===== src/rtl/md5_pkg.sv =====
// Shared definitions for the MD5 block padder: block geometry, padding
// constants, MD5 initial chaining values and the padder state encoding.
package md5_pkg;

   localparam int unsigned BLOCK_W     = 512;
   localparam int unsigned WORDS       = 16;
   localparam int unsigned LEN_WORD_LO = 14;
   localparam int unsigned LEN_WORD_HI = 15;
   localparam logic [7:0]  PAD_BYTE    = 8'h80;

   localparam logic [31:0] MD5_IV_A = 32'h67452301;
   localparam logic [31:0] MD5_IV_B = 32'hefcdab89;
   localparam logic [31:0] MD5_IV_C = 32'h98badcfe;
   localparam logic [31:0] MD5_IV_D = 32'h10325476;

   typedef enum logic [1:0] {
      FILL,
      EMIT,
      EXTRA
   } pad_state_t;

   // Byte counts above 4 are treated as a full word.
   function automatic logic [2:0] clamp_bytes(input logic [2:0] n);
      return (n > 3'd4) ? 3'd4 : n;
   endfunction

endpackage


===== src/rtl/md5_pad_lane.sv =====
// Combinational tail-word formatter for the MD5 padder.
// Keeps the first 'count' bytes of data, places the 0x80 pad byte directly
// after them and zeroes the rest. When the word is full the pad byte does
// not fit and ovf tells the caller to put it in the following word.
// Ports:
//   data  in  32  raw word, earliest byte in [7:0]
//   bytes in  3   valid byte count (values above 4 clamp to 4)
//   word  out 32  masked word with pad byte inserted
//   count out 3   clamped byte count
//   ovf   out 1   pad byte belongs to the next word
module md5_pad_lane
   import md5_pkg::*;
(
   input  logic [31:0] data,
   input  logic [2:0]  bytes,
   output logic [31:0] word,
   output logic [2:0]  count,
   output logic        ovf
);

   always_comb begin
      count = clamp_bytes(bytes);
      word  = '0;
      for (int unsigned b = 0; b < 4; b++) begin
         if (b < 32'(count)) begin
            word[8*b +: 8] = data[8*b +: 8];
         end else if (b == 32'(count)) begin
            word[8*b +: 8] = PAD_BYTE;
         end
      end
      ovf = (count == 3'd4);
   end

endmodule


===== src/rtl/md5_block_padder.sv =====
// MD5 block padder: packs a little-endian 32-bit word stream into 512-bit
// blocks, appends 0x80, zero fill and the 64-bit message bit length, and
// emits a second length-only block when the length does not fit.
// Ports:
//   clock        in   1    rising-edge clock
//   reset_n      in   1    asynchronous active-low reset
//   in_valid     in   1    input word valid
//   in_ready     out  1    padder accepts a word
//   in_data      in   32   message bytes, earliest byte in [7:0]
//   in_bytes     in   3    valid bytes (4 for non-last words, 0..4 on last)
//   in_last      in   1    final word of the message
//   block_valid  out  1    block_data holds a complete block
//   block_ready  in   1    consumer accepts the block
//   block_data   out  512  word i at [32*i+31:32*i]
//   block_last   out  1    final (length-carrying) block of the message
//   abort        in   1    only with MD5_PAD_ABORT_EN: drop the message in progress
// Build option: define MD5_PAD_ABORT_EN to add the abort input.
module md5_block_padder
   import md5_pkg::*;
#(
   parameter int unsigned LEN_W = 64
)
(
   input  logic               clock,
   input  logic               reset_n,
   input  logic               in_valid,
   output logic               in_ready,
   input  logic [31:0]        in_data,
   input  logic [2:0]         in_bytes,
   input  logic               in_last,
   output logic               block_valid,
   input  logic               block_ready,
   output logic [BLOCK_W-1:0] block_data,
   output logic               block_last
`ifdef MD5_PAD_ABORT_EN
   ,
   input  logic               abort
`endif
);

   pad_state_t state, state_nx;

   logic [31:0]      words_q [WORDS];
   logic [4:0]       idx;
   logic [LEN_W-1:0] len;
   logic             pend_extra;
   logic             pend_pad;
   logic             last_q;
   logic             ready_q;

   logic [31:0]      lane_word;
   logic [2:0]       lane_cnt;
   logic             lane_ovf;

   logic             accept;
   logic             abort_now;
   logic [3:0]       wi;
   logic [3:0]       wi_p1;
   logic [6:0]       pad_pos;
   logic             fits;
   logic [LEN_W-1:0] len_sum;
   logic [63:0]      len_new64;
   logic [63:0]      len_cur64;

   md5_pad_lane u_lane (
      .data  (in_data),
      .bytes (in_bytes),
      .word  (lane_word),
      .count (lane_cnt),
      .ovf   (lane_ovf)
   );

`ifdef MD5_PAD_ABORT_EN
   assign abort_now = abort;
`else
   assign abort_now = 1'b0;
`endif

   // ready_q is only ever set while in FILL, so it doubles as the state gate.
   assign accept    = in_valid & ready_q;
   assign wi        = idx[3:0];
   assign wi_p1     = wi + 4'd1;
   // Byte position of the 0x80 marker within the current block.
   assign pad_pos   = {idx, 2'b00} + 7'(lane_cnt);
   assign fits      = (pad_pos <= 7'd55);
   assign len_sum   = len + LEN_W'({lane_cnt, 3'b000});
   assign len_new64 = 64'(len_sum);
   assign len_cur64 = 64'(len);

   always_comb begin
      state_nx = state;
      case (state)
         FILL: begin
            if (accept) begin
               if (in_last) begin
                  state_nx = EMIT;
               end else if ((lane_cnt != 3'd0) && (wi == 4'd15)) begin
                  state_nx = EMIT;
               end
            end
         end
         EMIT: begin
            if (block_ready) begin
               state_nx = pend_extra ? EXTRA : FILL;
            end
         end
         EXTRA: state_nx = EMIT;
         default: state_nx = FILL;
      endcase
      if (abort_now) begin
         state_nx = FILL;
      end
   end

   // in_ready is registered so it stays low throughout reset and rises on
   // the first edge after release; it always equals (state == FILL) after that.
   always_ff @(posedge clock or negedge reset_n) begin
      if (!reset_n) begin
         state   <= FILL;
         ready_q <= 1'b0;
      end else begin
         state   <= state_nx;
         ready_q <= (state_nx == FILL);
      end
   end

   always_ff @(posedge clock or negedge reset_n) begin
      if (!reset_n) begin
         words_q    <= '{default: '0};
         idx        <= '0;
         len        <= '0;
         pend_extra <= 1'b0;
         pend_pad   <= 1'b0;
         last_q     <= 1'b0;
      end else if (abort_now) begin
         words_q    <= '{default: '0};
         idx        <= '0;
         len        <= '0;
         pend_extra <= 1'b0;
         pend_pad   <= 1'b0;
         last_q     <= 1'b0;
      end else begin
         case (state)
            FILL: begin
               if (accept) begin
                  if (!in_last) begin
                     if (lane_cnt != 3'd0) begin
                        words_q[wi] <= in_data;
                        idx         <= idx + 5'd1;
                        len         <= len_sum;
                     end
                  end else begin
                     words_q[wi] <= lane_word;
                     idx         <= idx + 5'd1;
                     len         <= len_sum;
                     if (lane_ovf && (wi != 4'd15)) begin
                        words_q[wi_p1] <= {24'h000000, PAD_BYTE};
                     end
                     // When the marker fits, idx <= 13, so the data/marker
                     // words never collide with the length words.
                     if (fits) begin
                        words_q[4'(LEN_WORD_LO)] <= len_new64[31:0];
                        words_q[4'(LEN_WORD_HI)] <= len_new64[63:32];
                        last_q                   <= 1'b1;
                     end else begin
                        last_q     <= 1'b0;
                        pend_extra <= 1'b1;
                        pend_pad   <= lane_ovf && (wi == 4'd15);
                     end
                  end
               end
            end
            EMIT: begin
               if (block_ready) begin
                  words_q <= '{default: '0};
                  idx     <= '0;
                  last_q  <= 1'b0;
                  if (last_q) begin
                     len <= '0;
                  end
               end
            end
            EXTRA: begin
               words_q[0]               <= pend_pad ? {24'h000000, PAD_BYTE} : 32'h0;
               words_q[4'(LEN_WORD_LO)] <= len_cur64[31:0];
               words_q[4'(LEN_WORD_HI)] <= len_cur64[63:32];
               last_q                   <= 1'b1;
               pend_extra               <= 1'b0;
               pend_pad                 <= 1'b0;
            end
            default: ;
         endcase
      end
   end

   for (genvar g = 0; g < WORDS; g++) begin : g_out
      assign block_data[32*g +: 32] = words_q[g];
   end

   assign in_ready    = ready_q;
   assign block_valid = (state == EMIT);
   assign block_last  = last_q;

endmodule

===== config.mk =====
export PLATFORM = sky130hd
export DESIGN_NAME = md5_block_padder
export DESIGN_NICKNAME = d
export VERILOG_FILES = /design/src/rtl/md5_pkg.sv /design/src/rtl/md5_pad_lane.sv /design/src/rtl/md5_block_padder.sv
export SDC_FILE = /design/constraint.sdc
export NUM_CORES = 2
export LEC_CHECK = 0
export ABC_AREA = 1
export ABC_CLOCK_PERIOD_IN_PS = 2570
export CORE_MARGIN = 10
export CORE_UTILIZATION = 25
export CTS_CLUSTER_SIZE = 12
export DETAILED_ROUTE_END_ITERATION = 8
export SLEW_MARGIN = 20
export SYNTH_ARGS = -nofsm -noshare
export SYNTH_HDL_FRONTEND = slang
export SYNTH_HIERARCHICAL = 1
export SYNTH_SLANG_ARGS = --single-unit

===== constraint.sdc =====
create_clock -name clock -period 2.57 [get_ports clock]
set_input_delay 0.6425 -clock clock [delete_from_list [all_inputs] [get_ports clock]]
set_output_delay 0.6425 -clock clock [all_outputs]
set_load 0.02 [all_outputs]

======== After elaboration in Yosys (flattened, before gate mapping) ========
Index checks and enable logic that the tools add are counted.
word-level totals
  bits in registers ....................... 587
  word-level logic and storage cells ...... 129
operators by class
  add/subtract/negate cells ............... 4
  magnitude comparators ................... 10
  eq/ne operators ......................... 14
  muxes and demuxes ....................... 55
  bitwise operators ....................... 6
  reductions and logical operators ........ 17
operator list
  operator              count
  $mux W512             5
  $bwmux W512           2
  $pmux W416 S2         1
  $and A496 B496 Y496   1
  $not A496 Y496        1
  $mux W64              6
  $demux W32 S4         2
  $pmux W64 S3          1
  $pmux W64 S2          1
  $pmux W32 S3          1
  $mux W8               9
  $add A64 B6 Y64       1
  $mux W32              2
  $mux W5               4
  $or A16 B16 Y16       1
  $reduce_and A4 Y1     4
  $ge A5 B5 Y1 const B  2
  $lt A5 B1 Y1 const B  2
  $mux W1               10
  $mux W2               5
  $not A4 Y5            2
  $pmux W5 S2           1
  $add A7 B3 Y7         1
  $le A7 B6 Y1 const B  1
  26 further kinds      40

======== Logic depth before layout (Yosys ltp) ========
  word-level depth ........................ 13
  mapped depth ............................ 17

======== Cells and area by module ========
The synthesis kept the hierarchy.
modules (own cells, without submodules)
  module            times used  cells each  area each (um^2)  sequential area each (um^2)
  md5_block_padder  1           4848        34752.1           14614.0
  md5_pad_lane      1           71          329.1             0.0

======== Least setup slack after synthesis ========
OpenSTA, ideal clock, no wires.
  kind .................................... input to register
  from .................................... input in_bytes[2]
  to ...................................... register words_q, in the netlist block_data[469]
  setup time .............................. 0.123 ns
  data arrival time ....................... 2.660 ns
  required time ........................... 2.447 ns
  setup slack ............................. -0.213 ns
  stages on the path ...................... 12
  buffers on the path ..................... 1
  path through ............................ buf_6 > nor2_1 > ha_1 > inv_1 > fa_1 > o21ai_2 > nand3_1 > nor2_1 > xor2_1 > nor2_1 > o21ai_0 > nand2_1
between the ends
  word-level cells in the longest chain between the ends .. 11
  elaborated cells between the ends (all ways) .. 19
  those cells by class .................... add/sub: 2; order compare: 3; eq/ne: 2; mux: 8; bitwise: 1; reduce/logical: 3
ends and longest elaborated chain
  what                                                                   RTL line                 source
  start: declaration                                                     md5_block_padder.sv:29   input logic [2:0] in_bytes,
  $gt A3 B3 Y1 *                                                         md5_pkg.sv:24            return (n > 3'd4) ? 3'd4 : n;
  $mux W3 *                                                              md5_pkg.sv:24
  via lane_cnt[0]                                                        md5_block_padder.sv:52   logic [2:0] lane_cnt;
  parallel branches: the longest is 9 deep, another holds $add A7 B3 Y7  n/a
  end signal: indexed assignment                                         md5_block_padder.sv:148  words_q[wi] <= in_data;
  end signal: indexed assignment                                         md5_block_padder.sv:162  words_q[4'(LEN_WORD_LO)] <= len_new64[31:0];
  end signal: indexed assignment                                         md5_block_padder.sv:163  words_q[4'(LEN_WORD_HI)] <= len_new64[63:32];
  end: declaration                                                       md5_block_padder.sv:43   logic [31:0] words_q [WORDS];
Mark *: on every way through the listed nets, which the timed path passes. The select of a mux whose other input is x is not followed.
A chain may end at the register's enable or synchronous reset.

======== Final worst setup path ========
  from .................................... register words_q, in the netlist block_data[498]
  to ...................................... output block_data[498]
RTL lines
  what                              RTL line                 source
  start signal: indexed assignment  md5_block_padder.sv:148
  start signal: indexed assignment  md5_block_padder.sv:153  words_q[wi] <= lane_word;
  start signal: indexed assignment  md5_block_padder.sv:157  words_q[wi_p1] <= {24'h000000, PAD_BYTE};
  end: declaration                  md5_block_padder.sv:33   output logic [BLOCK_W-1:0] block_data,
No word-level cell between the ends.

==> results.py <==
metrics = {
    "yosys": {
        "synth_top_family_by_area": "compound AO/OA/AOI/OAI gates",
        "yosys.area_share.simple": 0.2173,
        "synth-compound-area-share": 0.2622,
        "synthDominantCellAreaShare": 0.4166,
        "synth_fa_ha_area_frac": 0.006277,
        "synth_area_leader_cell": "dfrtp_1",
        "synth_edf_count": 0,
        "mappedNetlistNets": 4976,
        "synthXorXnorAreaFrac": 0.009237,
        "synthArstFlopShare": 1.000,
        "syn_inst": 4919,
        "ys.flop_type": "dfrtp_1",
        "syn_avg_cell_area_um2": 7.132,
        "seq_area_frac_synth": 0.4166,
        "synth_area_leaders": "dfrtp_1 (42%), nand2_1 (15%), o21ai_0 (13%)",
        "synth_mux_area_frac": 0.003424,
        "synth.distinct_cells": 47,
        "synth_warnings": 6,
        "synth-seq-cells": 584,
        "synth_area_mm2": 0.03508,
    },
    "clock_tree": {
        "clk_pin_slew_ns": 0.06,
        "cts_max_level": 3,
        "worstSkewPairLatency_ns": 0.71,
        "root_buffer": "clkbuf_16",
        "cts_tree": "done",
        "cts_buffer_depth": 3,
        "cts_made_buffers": 74,
        "clock_sinks": 584,
    },
    "routing": {
        "ant_nets": 0,
        "viasPerCell": 5.462,
        "drtIter0Drc": 5717,
        "drc_errors": 0,
        "routed_wl_um": 213300,
        "vias": 41420,
        "first_pass_iters": 7,
        "routedWlPerCell_um": 28.13,
    },
    "placement": {
        "place.gp.congestion": 0.9817,
        "numPortBuffers": 554,
        "dpl_cell_area_mm2": 0.04679,
        "dpl.hpwl_um": 154500,
        "post-place-ws_ns": -0.8064,
    },
    "die": {
        "ios": 555,
        "die-area_mm2": 0.1557,
        "rows": 137,
        "die_width_um": 394.6,
        "start_util": 0.2514,
        "die_h_um": 394.6,
        "coreArea_mm2": 0.1395,
    },
    "critical_path": {
        "critPathMaxStageDelay_ns": 0.68,
        "cp_slowest_cell": "clkdlybuf4s50_1",
        "crit_fanout": 3,
        "crit_family": "buffers and inverters",
        "worst-setup-path-type": "reg2out",
        "critical_path.cell_chain": "clkdlybuf4s50_1",
        "endpoint_kind": "output port",
        "start_kind": "register",
        "startpoint": "block_data[498]",
        "r2r-start": "idx[0]",
        "worstPathArrival_ns": 1.89,
        "critPathRequiredTime_ns": 1.93,
        "cp_num_buf_inv": 1,
    },
    "sta": {
        "skew_ns": 0.03189,
        "worst_pin_slew_ns": 1.034,
        "fin_ws_ns": 0.03905,
        "relSlewSlack": 0.3090,
        "min_period_over_period": 0.9848,
        "min_period_ns": 2.531,
        "fmax_mhz": 395.1,
        "setup_viol": 0,
        "rsz0062_at_grt": "true",
        "report.final.slew_viol_count": 0,
        "hold_viol": 0,
    },
    "final_layout": {
        "final_cell_mix": "nand2_1 (1,369), o21ai_0 (913), dfrtp_1 (580), clkdlybuf4s50_1 (535), buf_4 (366)",
        "area_delta_synth_final_pct": 41.89,
        "utilization": 0.3568,
        "final_area_mm2": 0.04978,
        "nets": 5686,
        "final_common_cell": "nand2_1",
        "drive_above_1_share": 0.1362,
        "num-fill-cells": 14670,
    },
    "grt": {
        "track_usage": 0.2594,
        "grt_pass1_wl_um": 295700,
        "overflow": 0,
        "grt_pass1_vias": 38370,
        "antenna_found_initial": 33,
        "grt_max_degree": 152,
    },
    "run": {
        "drv_cap": 0,
    },
    "power_and_ir_drop": {
        "p_leak_nw": 21.69,
        "finalPower_mw": 60.97,
        "vdd_ir_drop_max_mv": 0.7282,
        "p_per_area_mw_per_mm2": 1225,
    },
    "outcome": {
        "outcome": "complete, no violations",
    },
    "worst_hold_path": {
        "min_path_type": "in2async",
    },
}
## registers in the layout (all words and copies together), names as in the netlist
register	flops
pend_pad	1
len	61
idx	5
state	2
block_data	512
in_ready	1
block_last	1
pend_extra	1
## final cells by class
class | instances | area, µm² | area share
Antenna cell | 18 | 45.04 | 0.0009049
Timing Repair Buffer | 1055 | 10950 | 0.2200
Clock inverter | 38 | 576.8 | 0.01159
Inverter | 333 | 1255 | 0.02521
Tap cell | 1876 | 2347 | 0.04715
Clock buffer | 98 | 2095 | 0.04208
Sequential cell | 584 | 14620 | 0.2937
Multi-Input combinational cell | 3581 | 17890 | 0.3594
## layer usage
metal	vias up	wire (µm)	global-route usage
met4	28	12370	0.1402
li1	17870	-	-
met5	-	156	0
met3	547	26130	0.08486
met2	2853	90410	0.3780
met1	20120	84220	0.3368
## power by group
group	switching [mW]	internal [mW]	leakage [nW]
registers	3.78	12.8	7.84
clock network	4.72	7.00	1.30
logic	20.0	12.6	12.5
total	28.5	32.4	21.7
## logic make-up (layout without fill, tap and decap cells)
kind of cell,after synthesis,count (layout)
compound gates,1584,1584
xor+xnor,37,37
fa+ha+maj,17,17
buf+inv,754,1524
flops,584,584
mux,12,12
other cells,0,18
simple gates,1931,1931
## metrics by stage
step,std cells,hold slack [ns],setup TNS [ns]
2_1_floorplan,4919,0.3469,-0.009123
3_3_place_gp,7422,0.4557,-290.26
3_5_place_dp,7422,0.4587,-301.84
4_1_cts,7559,0.3567,-0.02223
5_1_grt,7569,0.3855,-0.03435
6_report,7583,0.3989,0
## worst paths after layout
| check | endpoint | slack (ns) | cells after the start |
|---|---|---|---|
| hold reg to reg | block_data[106] | 0.47 | 2 |
| hold / removal | idx[3] | 0.40 | 2 |
| setup / recovery | block_data[498] | 0.04 | 1 |
| setup reg to reg | block_data[156] | 0.07 | 13 |
| max in group asynchronous | block_data[69] | 1.19 | 4 |
| min in group clock | block_data[106] | 0.47 | 2 |
## synthesized netlist by cell type (all sizes together), types with 7 or more instances
library cell and count:
a21boi 7, o221ai 7, o211ai 18, ha 16
o32ai 14, nand4 16, nor2 357, a2bb2oi 256
xor2 37, or2 9, o31ai 11, inv 328
dfrtp 584, nand2 1382, o22ai 72, buf 105
nand3 156, a21oi 243, a31oi 14, mux2i 12
o21ai 938, clkbuf 316
## what timing repair did
item                       CTS  global route
hold endpoints to repair     4             0
resized for setup           32            48
hold buffers                 1             0
setup endpoints to repair   69           264
pin swaps                    0            15
cloned                       0             1
setup buffers                0             5
Power figures use the tool's default switching activity.
